===== src/rtl/dcfifo_pkg.sv =====
// Shared helpers for both sides of the dual-clock FIFO: pointer width and Gray conversion.
// Callers zero-extend narrower pointers into gvec_t and truncate the result back.
package dcfifo_pkg;

  localparam int GRAY_MAX_W = 32;

  typedef logic [GRAY_MAX_W-1:0] gvec_t;

  // Pointer carries one extra wrap bit above the BRAM address.
  function automatic int ptr_width(input int depth);
    return $clog2(depth) + 1;
  endfunction

  function automatic gvec_t bin2gray(input gvec_t b);
    return b ^ (b >> 1);
  endfunction

  // Zero high bits stay zero through the prefix XOR, so any narrower width works.
  function automatic gvec_t gray2bin(input gvec_t g);
    gvec_t b;
    b[GRAY_MAX_W-1] = g[GRAY_MAX_W-1];
    for (int i = GRAY_MAX_W-2; i >= 0; i--) b[i] = b[i+1] ^ g[i];
    return b;
  endfunction

endpackage


===== src/rtl/dcfifo_rd_ctrl_if.sv =====
// First-word-fall-through output stream of the FIFO read side.
interface dcfifo_rd_ctrl_if #(
  parameter int DATA_WIDTH = 32
);
  logic [DATA_WIDTH-1:0] out_data;
  logic                  out_valid;
  logic                  out_ready;

  modport master (output out_data, output out_valid, input out_ready);
  modport slave  (input out_data, input out_valid, output out_ready);
endinterface


===== src/rtl/dcfifo_out_skid.sv =====
// Two-entry output buffer that absorbs the BRAM read latency; entry 0 is the head.
module dcfifo_out_skid #(
  parameter int DATA_WIDTH = 32
)(
  input  logic                  clk,
  input  logic                  rst,
  input  logic                  cap_i,
  input  logic [DATA_WIDTH-1:0] cap_data_i,
  input  logic                  pop_i,
  output logic [1:0]            count_o,
  output logic                  valid_o,
  output logic [DATA_WIDTH-1:0] data_o
);

  logic [1:0]            count_q, count_d, kept;
  logic [DATA_WIDTH-1:0] ent0_q, ent0_d, ent1_q, ent1_d;
  logic                  valid_q;

  // Pop first, then the captured word lands in the first free slot.
  always_comb begin
    kept   = count_q - {1'b0, pop_i};
    ent0_d = pop_i ? ent1_q : ent0_q;
    ent1_d = ent1_q;
    if (cap_i) begin
      if (kept == 2'd0) ent0_d = cap_data_i;
      else              ent1_d = cap_data_i;
    end
    count_d = kept + {1'b0, cap_i};
  end

  always_ff @(posedge clk or posedge rst) begin
    if (rst) begin
      count_q <= 2'd0;
      ent0_q  <= '0;
      ent1_q  <= '0;
      valid_q <= 1'b0;
    end else begin
      count_q <= count_d;
      ent0_q  <= ent0_d;
      ent1_q  <= ent1_d;
      valid_q <= (count_d != 2'd0);
    end
  end

  assign count_o = count_q;
  assign valid_o = valid_q;
  assign data_o  = ent0_q;

endmodule


===== src/rtl/dcfifo_rd_ctrl.sv =====
// Read-side controller of the dual-clock FIFO (read clock domain only).
// Optional macro DCFIFO_RD_OCCUPANCY_EN adds a registered rd_occupancy output.
module dcfifo_rd_ctrl
  import dcfifo_pkg::*;
#(
  parameter  int DATA_WIDTH = 32,
  parameter  int FIFO_DEPTH = 512,
  localparam int ADDR_WIDTH = $clog2(FIFO_DEPTH)
)(
  input  logic                  clk,
  input  logic                  rst,
  input  logic [ADDR_WIDTH:0]   wr_ptr_gray_sync,
  output logic [ADDR_WIDTH:0]   rd_ptr_gray,
  output logic                  bram_en,
  output logic [ADDR_WIDTH-1:0] bram_addr,
  input  logic [DATA_WIDTH-1:0] bram_dout,
  dcfifo_rd_ctrl_if.master      out_if,
  output logic                  empty
`ifdef DCFIFO_RD_OCCUPANCY_EN
  ,
  output logic [ADDR_WIDTH+1:0] rd_occupancy
`endif
);

  localparam int PTR_W = ptr_width(FIFO_DEPTH);

  logic [PTR_W-1:0] rd_bin_q, rd_bin_d;
  logic [PTR_W-1:0] rd_gray_q, rd_gray_d;
  logic             in_flight_q;
  logic [1:0]       count;
  logic [2:0]       occ_next;
  logic             pop, issue;

  assign empty    = (rd_gray_q == wr_ptr_gray_sync);
  assign pop      = out_if.out_valid & out_if.out_ready;
  // Buffer slots committed after this edge; keep at most two words owned.
  assign occ_next = {1'b0, count} + {2'b0, in_flight_q} - {2'b0, pop};
  assign issue    = !rst && !empty && (occ_next < 3'd2);

  assign bram_en     = issue;
  assign bram_addr   = rd_bin_q[ADDR_WIDTH-1:0];
  assign rd_ptr_gray = rd_gray_q;

  always_comb begin
    rd_bin_d  = issue ? rd_bin_q + PTR_W'(1) : rd_bin_q;
    rd_gray_d = PTR_W'(bin2gray(gvec_t'(rd_bin_d)));
  end

  always_ff @(posedge clk or posedge rst) begin
    if (rst) begin
      rd_bin_q    <= '0;
      rd_gray_q   <= '0;
      in_flight_q <= 1'b0;
    end else begin
      rd_bin_q    <= rd_bin_d;
      rd_gray_q   <= rd_gray_d;
      in_flight_q <= issue;
    end
  end

  // BRAM output is only meaningful the cycle after an issue.
  dcfifo_out_skid #(.DATA_WIDTH(DATA_WIDTH)) u_skid (
    .clk        (clk),
    .rst        (rst),
    .cap_i      (in_flight_q),
    .cap_data_i (bram_dout),
    .pop_i      (pop),
    .count_o    (count),
    .valid_o    (out_if.out_valid),
    .data_o     (out_if.out_data)
  );

`ifdef DCFIFO_RD_OCCUPANCY_EN
  localparam int OCC_W = PTR_W + 1;

  logic [PTR_W-1:0] wr_bin;
  logic [OCC_W-1:0] occ_q, occ_d;

  // Words still in BRAM plus words already read but not yet popped.
  assign wr_bin = PTR_W'(gray2bin(gvec_t'(wr_ptr_gray_sync)));
  assign occ_d  = {1'b0, wr_bin - rd_bin_q} + OCC_W'(count) + OCC_W'(in_flight_q);

  always_ff @(posedge clk or posedge rst) begin
    if (rst) occ_q <= '0;
    else     occ_q <= occ_d;
  end

  assign rd_occupancy = occ_q;
`endif

endmodule


===== src/flat_wrapper.sv =====
// flat-port wrapper written by rule: the top's interface ports become plain ports
module dcfifo_rd_ctrl_flat import dcfifo_pkg::*;
#(
  parameter  int DATA_WIDTH = 32,
  parameter  int FIFO_DEPTH = 512,
  localparam int ADDR_WIDTH = $clog2(FIFO_DEPTH)
)
  (clk, rst, wr_ptr_gray_sync, rd_ptr_gray, bram_en, bram_addr, bram_dout, empty, out_if_out_data, out_if_out_valid, out_if_out_ready);
  dcfifo_rd_ctrl_if #(.DATA_WIDTH(DATA_WIDTH)) out_if_i ();
  input  logic clk;
  input  logic rst;
  input  logic [ADDR_WIDTH:0] wr_ptr_gray_sync;
  output logic [ADDR_WIDTH:0] rd_ptr_gray;
  output logic bram_en;
  output logic [ADDR_WIDTH-1:0] bram_addr;
  input  logic [DATA_WIDTH-1:0] bram_dout;
  output logic empty;
  output wire logic [$bits(out_if_i.out_data)-1:0] out_if_out_data;
  output wire logic [$bits(out_if_i.out_valid)-1:0] out_if_out_valid;
  input wire logic [$bits(out_if_i.out_ready)-1:0] out_if_out_ready;
  assign out_if_out_data = out_if_i.out_data;
  assign out_if_out_valid = out_if_i.out_valid;
  assign out_if_i.out_ready = out_if_out_ready;
  dcfifo_rd_ctrl #(.DATA_WIDTH(DATA_WIDTH), .FIFO_DEPTH(FIFO_DEPTH)) u_core (.clk(clk), .rst(rst), .wr_ptr_gray_sync(wr_ptr_gray_sync), .rd_ptr_gray(rd_ptr_gray), .bram_en(bram_en), .bram_addr(bram_addr), .bram_dout(bram_dout), .out_if(out_if_i), .empty(empty));
endmodule

===== config.mk =====
export PLATFORM = sky130hd
export DESIGN_NAME = dcfifo_rd_ctrl_flat
export DESIGN_NICKNAME = d
export VERILOG_FILES = /design/src/rtl/dcfifo_pkg.sv /design/src/rtl/dcfifo_rd_ctrl_if.sv /design/src/rtl/dcfifo_out_skid.sv /design/src/rtl/dcfifo_rd_ctrl.sv /design/src/flat_wrapper.sv
export SDC_FILE = /design/constraint.sdc
export NUM_CORES = 1
export LEC_CHECK = 0
export ABC_CLOCK_PERIOD_IN_PS = 5810
export CORE_ASPECT_RATIO = 1.25
export CORE_UTILIZATION = 45
export CTS_BUF_LIST = sky130_fd_sc_hd__clkbuf_2 sky130_fd_sc_hd__clkbuf_4 sky130_fd_sc_hd__clkbuf_8
export CTS_CLUSTER_SIZE = 30
export DETAILED_ROUTE_END_ITERATION = 8
export HOLD_SLACK_MARGIN = 0.12
export PLACE_DENSITY = 0.74
export SLEW_MARGIN = 20
export SYNTH_ARGS = -nofsm -noshare
export SYNTH_HDL_FRONTEND = slang
export SYNTH_HIERARCHICAL = 1
export SYNTH_SLANG_ARGS = --single-unit

===== constraint.sdc =====
create_clock -name clk -period 5.81 [get_ports clk]
set_clock_uncertainty 0.05 [all_clocks]
set_input_delay 0.8715 -clock clk [delete_from_list [all_inputs] [get_ports clk]]
set_output_delay 0.8715 -clock clk [all_outputs]
set_load 0.03 [all_outputs]

==> flow_summary_export.csv, run 1 <==
group,metric,value,unit
run_status,status,"completed",
detailed_routing,first_pass_iters,4,
yosys,async_flop_share,100,%
sta,fin_setup_tns,0,ns
yosys,synth_top_family_by_area,"multiplexers",
die,die-width,85.8,um
sta,tightest_slew,0.722,ns
placed_design,portBuffers,98,
die,core,8380,um^2
worst_setup_path,required,4.89,ns
yosys,synth_mux_area_share,18.5,%
yosys,synth_top_area_share,55.1,%
yosys,yosys.area.top_type,"dfrtp_1",
placed_design,gp_congestion,0.771,
placed_design,dpl.cell_count,513,
cts,numCtsBuffers,9,
detailed_routing,totalWireLength,7620,um
worst_setup_path,crit_buf_inv,3,
power_and_ir_drop,peakVddDrop,0.323,mV
grt,first_global_vias,2594,
cts,cts-root-buf,"clkbuf_8",
yosys,synth-compound-area-share,4.72,%
yosys,ys_seq_area_share,55.1,%
cts,clkLatencyLatePin,0.36,ns
die,die_area,9160,um^2
worst_setup_path,crit_family,"buffers and inverters",
yosys,yosys-top-cells-area,"dfrtp_1, mux2i_1, mux2_2",
sta,post-route-min-period,4.81,ns
yosys,synth_seq_cells,87,
sta,setup_viol,0,
yosys,syn_nets,359,
sta,report.final.slew_viol_count,0,
yosys,ys_types,37,
detailed_routing,route.vias.total,2584,
grt,grt_max_degree,65,
grt,grt_first_pass_wirelength,12500,um
worst_setup_path,reg2reg_slack,2.96,ns
worst_setup_path,slowest_stage,"clkdlybuf4s50_1",
sta,period_share,82.7,%
cts,cts_buffer_depth,2,
yosys,synth_xor_area_share,7.28,%
cts,cts_tree,"yes",
detailed_routing,remaining_drc_errors,0,
job,cap_violations,0,
final_layout,drive_gt1_share,16.0,%
die,die_height,107,um
yosys,synthCells,309,
worst_setup_path,path_cells,"clkdlybuf4s50_1 -> and2_2 -> ha_1 -> nand2b_1 -> fa_1 -> xnor2_1 -> nand3_1 -> or2_2 -> inv_1 -> clkdlybuf4s50_1",
detailed_routing,drt_iter0_markers,85,
worst_setup_path,critPathMaxFanout,7,
yosys,yosysWarnings,6,
yosys,avgSynthCellArea,12.8,um^2
yosys,synthSimpleGateAreaFrac,8.48,%
worst_setup_path,end_kind,"output pin",
power_and_ir_drop,p_per_area,546,nW/um^2
yosys,synth_area,3950,um^2
worst_setup_path,crit_arrival,3.89,ns
hold_path,hold_path.class,"flop to flop",
yosys,synth.most_common_cell,"dfrtp_1",
die,initial_core_util,47.2,%
power_and_ir_drop,p_leak,2.29,nW
yosys,synthFlopType,"dfrtp_1",
worst_setup_path,cp_common_cell,"clkdlybuf4s50_1",
placed_design,dp_hpwl,5220,um
worst_setup_path,critPathKind,"input port to output pin",
grt,antenna_found_initial,0,
final_layout,layout.cells.non_filler,529,
cts,cts.sinks,87,
final_layout,final.fill_count,678,
yosys,synth_commonest_cells,"dfrtp_1, a21oi_1, mux2i_1, nor2_1, xnor2_1",
cts,cts_setup_buffers,0,
sta,hold_viol_final,0,
die,num_rows,37,
detailed_routing,via_per_inst,4.88,
sta,hold_slack,0.459,ns
final_layout,syn_to_final_growth,31.4,%
yosys,synthAdderAreaFrac,1.77,%
grt,gr-usage-all-layers,17.9,%
yosys,synth_edf_count,0,
detailed_routing,wl_per_cell,14.4,um
worst_setup_path,critical_path.max_stage_delay,0.67,ns
final_layout,final_nets,457,
cts,ctsResizeCount,0,
sta,slew_headroom,51.5,%
die,io_pins,99,
sta,rsz0062_at_grt,"no",
worst_setup_path,crit_path_start_kind,"input port",
cts,htreeDepth,3,
sta,fmax,208,MHz
final_layout,n_antenna_cell,0,
detailed_routing,ant_nets,0,
grt,grt-ovfl-total,0,
cts,hold_buffers,0,
cts,clk_pin_slew,0.09,ns
-- where the power goes --
part	leakage, nW	switching (mW)	internal, mW
clock network	0.105	0.217	0.221
logic	1.14	0.685	0.654
registers	1.05	0.170	0.887
-- per-stage QoR --
step | total power [mW] | util (%) | area, um^2 | setup WS [ns]
finish | 2.83 | 62.0 | 5190 | 1.00
global route | 3.00 | 62.0 | 5190 | 0.820
CTS | 2.87 | 62.0 | 5190 | 0.977
detailed placement | 2.42 | 59.5 | 4990 | 0.967
global placement | 2.38 | 59.5 | 4990 | 1.05
floorplan | 1.96 | - | 3950 | 1.96
-- state kept, by name, summed over array words and instances, names as in the netlist --
| register | cells |
|---|---|
| u_core/in_flight_q | 1 |
| u_core/rd_bin_q | 10 |
| u_core/rd_ptr_gray | 9 |
| u_core/u_skid/count_o | 2 |
| u_core/u_skid/data_o | 32 |
| u_core/u_skid/ent1_q | 32 |
| u_core/u_skid/valid_o | 1 |
-- layout make-up --
cell class / instances / area [um^2] / share of cell area, %
inverters: 9 / 33.8 / 0.650
well taps: 117 / 146 / 2.82
multi-input cells: 197 / 1610 / 31.0
repair buffers: 103 / 1020 / 19.6
clock inverters: 5 / 56.3 / 1.08
clock buffers: 11 / 151 / 2.91
flip-flops and latches: 87 / 2180 / 41.9
-- layer usage --
layer  vias up  GRT usage [%]  wire [um]
met5         -              0          0
li1       1247              -          -
met2        77           28.3       3640
met3        15           5.47        516
met1      1245           21.9       3300
met4         0           9.29        167
-- worst paths after layout --
check | startpoint | end | cells past startpoint
min | u_core/u_skid/ent1_q[20] | u_core/u_skid/ent1_q[20] | 1
max in group asynchronous | rst | u_core/u_skid/ent1_q[13] | 3
min reg2reg | u_core/u_skid/ent1_q[20] | u_core/u_skid/ent1_q[20] | 1
max | out_if_out_ready | bram_en | 10
max reg2reg | u_core/u_skid/valid_o | u_core/rd_ptr_gray[6] | 10
min in group asynchronous | rst | u_core/rd_bin_q[4] | 3
-- cell families (layout without fill, tap and decap cells) --
group | count (synthesis) | in the layout
xor+xnor | 32 | 32
buf+inv | 25 | 128
flops | 87 | 87
compound gates | 35 | 35
mux | 65 | 65
fa+ha+maj | 5 | 5
simple gates | 60 | 60
-- placed cells by master (no fill, tap or decap), drive strengths merged, types with 2 or more instances in the layout --
cell           count
clkdlybuf4s50     98
dfrtp             87
a21oi             34
mux2              33
mux2i             32
nor2              32
xnor2             22
clkbuf            11
xor2              10
inv                9
nor3               5
buf                5
ha                 4
nand2              3
clkinv             3
nor4               3
nand3              3
and3               3
nor3b              3
or2                2
nand4              2
Power figures use the tool's default switching activity.
==> run 2: changes to the inputs <==
- ABC_CLOCK_PERIOD_IN_PS: 5810 -> 4050
- PLACE_DENSITY: 0.74 -> 0.77
- clock period: 5.81 -> 4.05 ns (I/O delays scaled with it)
==> run 2 against run 1 <==
- critical endpoint unchanged
- largest cell class unchanged
- total power up 42%
- final cell count rose by 0.57%
- first-iteration DRC count did not move
- via count down 0.23%
- largest power group unchanged
- highest routed layer unchanged
- sequential cell count did not move
- sequential share of layout area is 0.071 points lower
- critical path depth unchanged
- design area up 0.17%
- core utilization grew 0.10 points
==> flow_summary_export.csv, run 2 (synthesized netlist as in run 1, its figures left out) <==
group,metric,value,unit
cts,cts_tree,"yes",
cts,cts_setup_buffers,0,
cts,clkLatencyLatePin,0.35,ns
worst_setup_path,critical_path.max_stage_delay,0.39,ns
cts,hold_buffers,0,
detailed_routing,via_per_inst,4.85,
worst_setup_path,startpoint,"out_if_out_ready",
sta,slew_headroom,55.7,%
cts,cts_buffer_depth,2,
cts,htreeDepth,3,
worst_setup_path,path_cells,"clkdlybuf4s50_1 -> and2_2 -> ha_1 -> nand2b_1 -> fa_1 -> xnor2_1 -> nand3_1 -> or2_2 -> inv_1 -> buf_4",
final_layout,n_antenna_cell,0,
die,die_area,9160,um^2
worst_setup_path,crit_arrival,2.90,ns
detailed_routing,wl_per_cell,14.5,um
run_status,status,"completed",
power_and_ir_drop,p_leak,2.30,nW
worst_setup_path,ff2ff_path_depth,10,
worst_setup_path,critPathMaxFanout,5,
die,core,8380,um^2
final_layout,utilization,62.1,%
grt,grt-ovfl-total,0,
sta,hold_viol_final,0,
final_layout,multiInputGateArea,1610,um^2
power_and_ir_drop,p_per_area,771,nW/um^2
placed_design,portBuffers,98,
detailed_routing,first_pass_iters,4,
sta,fin_setup_tns,0,ns
detailed_routing,totalWireLength,7720,um
sta,period_share,87.9,%
placed_design,gp_congestion,0.741,
detailed_routing,route.vias.total,2578,
cts,numCtsBuffers,9,
sta,rsz0062_at_grt,"no",
worst_setup_path,crit_buf_inv,3,
final_layout,final_nets,460,
die,die-width,85.8,um
die,initial_core_util,47.2,%
worst_setup_path,critPathKind,"input port to output pin",
grt,grt_max_degree,59,
die,die_height,107,um
grt,antenna_found_initial,0,
worst_setup_path,slowest_stage,"fa_1",
cts,cts.sinks,87,
worst_setup_path,end_kind,"output pin",
final_layout,drive_gt1_share,16.9,%
final_layout,mostFrequentLayoutCells,"clkdlybuf4s50_1, dfrtp_1, a21oi_1",
worst_setup_path,cp.depth,10,
final_layout,final.fill_count,676,
die,num_rows,37,
grt,first_global_vias,2643,
die,io_pins,99,
detailed_routing,remaining_drc_errors,0,
sta,setup_viol,0,
detailed_routing,drt_iter0_markers,85,
worst_setup_path,required,3.39,ns
sta,post-route-min-period,3.56,ns
hold_path,hold_path.startpoint,"u_core/u_skid/ent1_q[13]",
grt,grt_first_pass_wirelength,12400,um
worst_setup_path,crit_path_start_kind,"input port",
placed_design,dp_hpwl,5380,um
power_and_ir_drop,peakVddDrop,0.453,mV
hold_path,hold_path.class,"flop to flop",
sta,tightest_slew,0.663,ns
cts,clk_pin_slew,0.07,ns
cts,ctsResizeCount,0,
final_layout,syn_to_final_growth,31.6,%
worst_setup_path,r2r-start,"u_core/u_skid/valid_o",
cts,cts-root-buf,"clkbuf_8",
final_layout,layout_commonest_cell,"clkdlybuf4s50_1",
worst_setup_path,crit_family,"simple AND/OR/NAND/NOR gates",
final_layout,regArea,2180,um^2
hold_path,worstHoldPathCells,1,
sta,report.final.slew_viol_count,0,
job,cap_violations,0,
sta,fmax,281,MHz
grt,gr-usage-all-layers,17.8,%
detailed_routing,ant_nets,0,
-- run 2: cell types whose count changed in the layout (fill, tap and decap cells not counted) --
cell,delta
buf_12,+1
clkdlybuf4s50_1,-1
clkbuf_4,+2
clkinv_4,-1
bufinv_16,-1
buf_4,+3
-- run 2: report_power, final --
| group | total (mW) | internal, mW | switching, mW |
|---|---|---|---|
| clock network | 0.555 | 0.268 | 0.286 |
| registers | 1.52 | 1.27 | 0.243 |
| logic | 1.94 | 0.948 | 0.993 |
| total | 4.01 | 2.49 | 1.52 |
-- run 2: stage by stage --
step           hold WS (ns)  setup WS (ns)  area (um^2)  std cells  power (mW)
6_report              0.449          0.490         5200        532        4.01
5_1_grt               0.477          0.322         5200        532        4.26
4_1_cts               0.457          0.473         5200        532        4.06
3_5_place_dp          0.438          0.470         5020        516        3.49
3_3_place_gp          0.424          0.504         5020        516        3.43
2_1_floorplan         0.414          0.723         3950        309        2.81
-- run 2: path summary, 6_finish.rpt --
kind	endpoint	slack, ns
max	bram_en	0.49
min	u_core/u_skid/ent1_q[13]	0.45
max reg2reg	u_core/rd_ptr_gray[8]	1.19
min reg2reg	u_core/u_skid/ent1_q[13]	0.45
max in group asynchronous	u_core/u_skid/data_o[23]	2.37
min in group asynchronous	u_core/rd_bin_q[8]	0.80
-- run 2: area by class of cell --
| cell class | count | area share, % |
|---|---|---|
| Multi-Input combinational cell | 197 | 31.0 |
| Timing Repair Buffer | 106 | 20.2 |
| Clock buffer | 13 | 3.20 |
| Sequential cell | 87 | 41.8 |
| Clock inverter | 3 | 0.337 |
| Tap cell | 117 | 2.81 |
| Inverter | 9 | 0.649 |
-- run 2: per-layer routing --
metal	vias up	track usage (%)	wire length [um]
met1	1237	20.9	3250
met3	14	5.54	558
li1	1246	-	-
met5	-	0	0
met4	0	9.40	189
met2	81	29.2	3730
==> run 3: changes to the inputs <==
- REMOVE_ABC_BUFFERS: default -> 1
==> run 3 against run 2 <==
- sequential cell count unchanged
- core utilization increased by 0.31 points
- register-to-register slack got worse by 0.05 ns
- sequential power about the same
- final cell count unchanged
- critical path depth unchanged
- count of clock-buffer cells in the layout decreased by 3
- total power increased by 1.8%
- first-iteration DRC count increased by 13%
- via count increased by 1.4%
- largest cell class unchanged
- largest power group unchanged
==> flow_summary_export.csv, run 3 (synthesized netlist as in run 1, its figures left out) <==
group,metric,value,unit
detailed_routing,route.vias.total,2614,
power_and_ir_drop,intPower,2.54,mW
hold_path,hold_path.class,"flop to flop",
worst_setup_path,ff2ff_path_depth,10,
sta,post-route-min-period,3.61,ns
cts,cts_buffer_depth,2,
grt,antenna_found_initial,0,
cts,clkLatencyLatePin,0.36,ns
final_layout,n_antenna_cell,0,
power_and_ir_drop,peakVddDrop,0.418,mV
detailed_routing,via_per_inst,4.91,
sta,period_share,89.2,%
power_and_ir_drop,pwr-share-seq,37.0,%
worst_setup_path,critPathKind,"input port to output pin",
cts,cts_tree,"yes",
sta,fmax,277,MHz
cts,cts_setup_buffers,0,
cts,cts.sinks,87,
final_layout,final_cell_area,5230,um^2
detailed_routing,remaining_drc_errors,0,
grt,first_global_vias,2755,
power_and_ir_drop,p_per_area,781,nW/um^2
hold_path,hold-path-endpoint,"u_core/u_skid/ent1_q[20]",
sta,finalWorstSetupSlack,0.436,ns
power_and_ir_drop,p_leak,2.31,nW
grt,gr-usage-all-layers,18.5,%
sta,report.final.slew_viol_count,0,
run_status,status,"completed",
detailed_routing,ant_nets,0,
final_layout,utilization,62.4,%
worst_setup_path,critPathMaxFanout,5,
worst_setup_path,reg2reg_slack,1.14,ns
placed_design,gp_congestion,0.736,
final_layout,final.fill_count,677,
power_and_ir_drop,power_switching,1.55,mW
detailed_routing,first_pass_iters,4,
final_layout,mostFrequentLayoutCells,"clkdlybuf4s50_1, dfrtp_1, a21oi_1",
final_layout,syn_to_final_growth,32.3,%
power_and_ir_drop,combinationalPowerShare,48.1,%
worst_setup_path,crit_path_start_kind,"input port",
sta,hold_slack,0.452,ns
grt,grt_first_pass_wirelength,12900,um
power_and_ir_drop,p_sw_share,37.9,%
final_layout,drive_gt1_share,16.9,%
detailed_routing,wl_per_cell,14.6,um
worst_setup_path,end_kind,"output pin",
sta,fin_setup_tns,0,ns
cts,ctsResizeCount,0,
hold_path,worstHoldPathCells,1,
worst_setup_path,rr_endpoint,"u_core/rd_ptr_gray[8]",
cts,numCtsBuffers,9,
power_and_ir_drop,finalPower,4.08,mW
grt,grt_max_degree,65,
cts,hold_buffers,0,
placed_design,dpl.cell_count,516,
placed_design,dp_hpwl,5400,um
cts,htreeDepth,3,
sta,hold_viol_final,0,
final_layout,layout_commonest_cell,"clkdlybuf4s50_1",
die,die-width,85.8,um
die,num_rows,37,
die,die_height,107,um
placed_design,portBuffers,98,
sta,tightest_slew,0.627,ns
die,die_area,9160,um^2
placed_design,dpl_worst_slack,0.434,ns
grt,grt-ovfl-total,0,
sta,slew_headroom,58.2,%
sta,rsz0062_at_grt,"no",
cts,cts-root-buf,"clkbuf_8",
die,initial_core_util,47.2,%
detailed_routing,drt_iter0_markers,96,
die,io_pins,99,
worst_setup_path,required,3.39,ns
placed_design,placed_area,5030,um^2
final_layout,layout.cells.non_filler,532,
detailed_routing,totalWireLength,7760,um
hold_path,hold_path.startpoint,"u_core/u_skid/ent1_q[20]",
sta,setup_viol,0,
final_layout,final_nets,460,
worst_setup_path,crit_arrival,2.96,ns
power_and_ir_drop,p_clk_share,14.8,%
die,core,8380,um^2
worst_setup_path,r2r-start,"u_core/u_skid/valid_o",
job,cap_violations,0,
cts,clk_pin_slew,0.08,ns
==> run 3: layout make-up <==
type	instances	area, um^2	share of cell area, %
clock buffer	10	138	2.63
clock inverter	6	60.1	1.15
inverter	9	33.8	0.646
multi-input combinational	197	1610	30.8
sequential	87	2180	41.6
tap	117	146	2.80
timing repair buffer	106	1060	20.3
==> run 3: worst max-delay path, stage by stage <==
cell	delay, ns
clkdlybuf4s50_1	0.41
and2_2	0.18
ha_1	0.26
nand2b_1	0.15
fa_1	0.38
xnor2_1	0.24
nand3_1	0.13
or2_2	0.34
inv_1	0.13
buf_12	0.13
==> run 3: metal layers <==
metal	global-route usage (%)	wire length, um	vias up
li1	-	-	1249
met1	21.6	3210	1268
met2	30.6	3760	86
met3	7.01	659	11
met4	7.38	135	0
met5	0	0	-
==> run 3: worst max-delay path by stage <==
| stage | from | end | slack (ns) | depth (start not counted) |
|---|---|---|---|---|
| 6_report | out_if_out_ready | bram_en | 0.44 | 10 |
| 5_1_grt | out_if_out_ready | bram_en | 0.29 | 10 |
| 2_1_floorplan | out_if_out_ready | bram_en | -0.35 | 8 |
| 3_5_place_dp | out_if_out_ready | bram_en | 0.43 | 10 |
| 3_3_place_gp | out_if_out_ready | bram_en | 0.49 | 10 |
| 4_1_cts | out_if_out_ready | bram_en | 0.42 | 10 |
==> run 3: power groups by stage <==
stage | registers (mW) | logic, mW | clock network (mW)
5_1_grt | 1.56 | 2.12 | 0.652
4_1_cts | 1.52 | 1.99 | 0.622
3_3_place_gp | 1.52 | 1.94 | 0
3_5_place_dp | 1.53 | 1.98 | 0
6_report | 1.51 | 1.97 | 0.605
2_1_floorplan | 1.92 | 0.861 | 0
==> patch (settings of run 2) <==
`DATA_WIDTH` is set to 32 in 4 places; all go to 48.
--- a/src/rtl/dcfifo_rd_ctrl_if.sv
+++ b/src/rtl/dcfifo_rd_ctrl_if.sv
@@ -2,3 +2,3 @@
 interface dcfifo_rd_ctrl_if #(
-  parameter int DATA_WIDTH = 32
+  parameter int DATA_WIDTH = 48
 );
--- a/src/rtl/dcfifo_out_skid.sv
+++ b/src/rtl/dcfifo_out_skid.sv
@@ -2,3 +2,3 @@
 module dcfifo_out_skid #(
-  parameter int DATA_WIDTH = 32
+  parameter int DATA_WIDTH = 48
 )(
--- a/src/rtl/dcfifo_rd_ctrl.sv
+++ b/src/rtl/dcfifo_rd_ctrl.sv
@@ -5,3 +5,3 @@
 #(
-  parameter  int DATA_WIDTH = 32,
+  parameter  int DATA_WIDTH = 48,
   parameter  int FIFO_DEPTH = 512,
--- a/src/flat_wrapper.sv
+++ b/src/flat_wrapper.sv
@@ -3,3 +3,3 @@
 #(
-  parameter  int DATA_WIDTH = 32,
+  parameter  int DATA_WIDTH = 48,
   parameter  int FIFO_DEPTH = 512,
Interface: changed (resized bram_dout and out_if_out_data); port bits go from 99 to 131. The function was not compared with the original's and may differ.
==> patch against run 2 <==
- non-clock buffer count increased by 32
- setup slack worse by 120 ps
- area after synthesis up 44%
- die area rose by 43%
- routed wire length up 65%
- cell area grew 44%
- total power is 57% higher
- sequential cell count rose by 32
- sequential power up 45%
- largest power group unchanged
- synthesized cell count increased by 59%
- global-route usage increased by 2.9 points
- worst hold slack worse by 6.5 ps
==> patch: results (changes against run 2) <==
Placed design
  – Post-DP HPWL: 8.81 mm (+64%)
  – Dpl cell area: 0.00709 mm^2 (+41%)
  – Post-Place Cells: 761 (+47%)
  – Placement Setup Slack: 358 ps (-112 ps)

Final layout
  – Nets: 682 (+48%)
  – Non-clock buffer count: 138 (+30%)
  – Clock buf/inv share: 5.17% (+1.6 points)
  – Layout cells sized above 1: 14.0% (-2.9 points)
  – Comb_multi_in: 329 (+67%)
  – Multi-input combinational area share: 33.4% (+2.5 points)
  – Invs w/o clock: 11 (+2)

Drt
  – DR WL met2: 6.55 mm (+76%)
  – WL met1: 5.26 mm (+62%)

Timing
  – Fmax: 272 MHz (-3.3%)
  – Hold WS: 443 ps (-6.51 ps)

Clock tree
  – H-tree depth: 4 (+1)
  – Clock sink count: 119 (+37%)

Power and ir drop
  – Pint: 3.75 mW (+51%)

Yosys
  – Sequential-to-total area share from yosys stat: 52.2% (-2.8 points)
  – Cells taking the most area after synthesis: dfrtp_1 52%, mux2i_1 8.4%, mux2_2 5.5%
  – Most instantiated cells after synthesis: 119 x dfrtp_1, 56 x nor2_1, 51 x a21oi_1
  – Mapped Cells: 492 (+59%)

Worst setup path
  – Reg2reg setup slack: 910 ps (-280 ps)
  – Worst path slowest cell: clkdlybuf4s50_1

Run status
  – Status: finished, final reports clean

Floorplan
  – Die Wd: 103 um (+20%)

GRT
  – Met2 usage: 34.5% (+5.3 points)

Hold path
  – Hold endpoint: u_core/u_skid/ent1_q[6]
  – Hold_sp: u_core/u_skid/ent1_q[6]
==> patch: cell count changes in the layout (fill, tap and decap cells not counted), sizes merged, moves of 5 or more <==
cell           delta
a21oi            +17
nand3             +6
mux2i            +16
clkinv            +7
clkdlybuf4s50    +32
nor2             +24
mux2             +16
dfrtp            +32
clkbuf            +6
nand2            +10
and2              +5
xor2             -10
==> patch: power groups by stage <==
stage / clock (mW) / combinational (mW) / sequential, mW
final: 1.03 / 3.07 / 2.20
after global routing: 1.12 / 3.30 / 2.27
after CTS: 1.06 / 3.08 / 2.20
after detailed placement: 0 / 3.07 / 2.22
after global placement: 0 / 2.98 / 2.18
after floorplan: 0 / 1.48 / 2.73
==> patch: cell families after synthesis <==
| group | after synthesis | synth area share [%] |
|---|---|---|
| compound gates | 87 | 10.3 |
| flops | 119 | 52.2 |
| mux | 97 | 18.1 |
| simple gates | 116 | 10.1 |
| xor+xnor | 24 | 3.95 |
| buf+inv | 44 | 4.08 |
| fa+ha+maj | 5 | 1.23 |
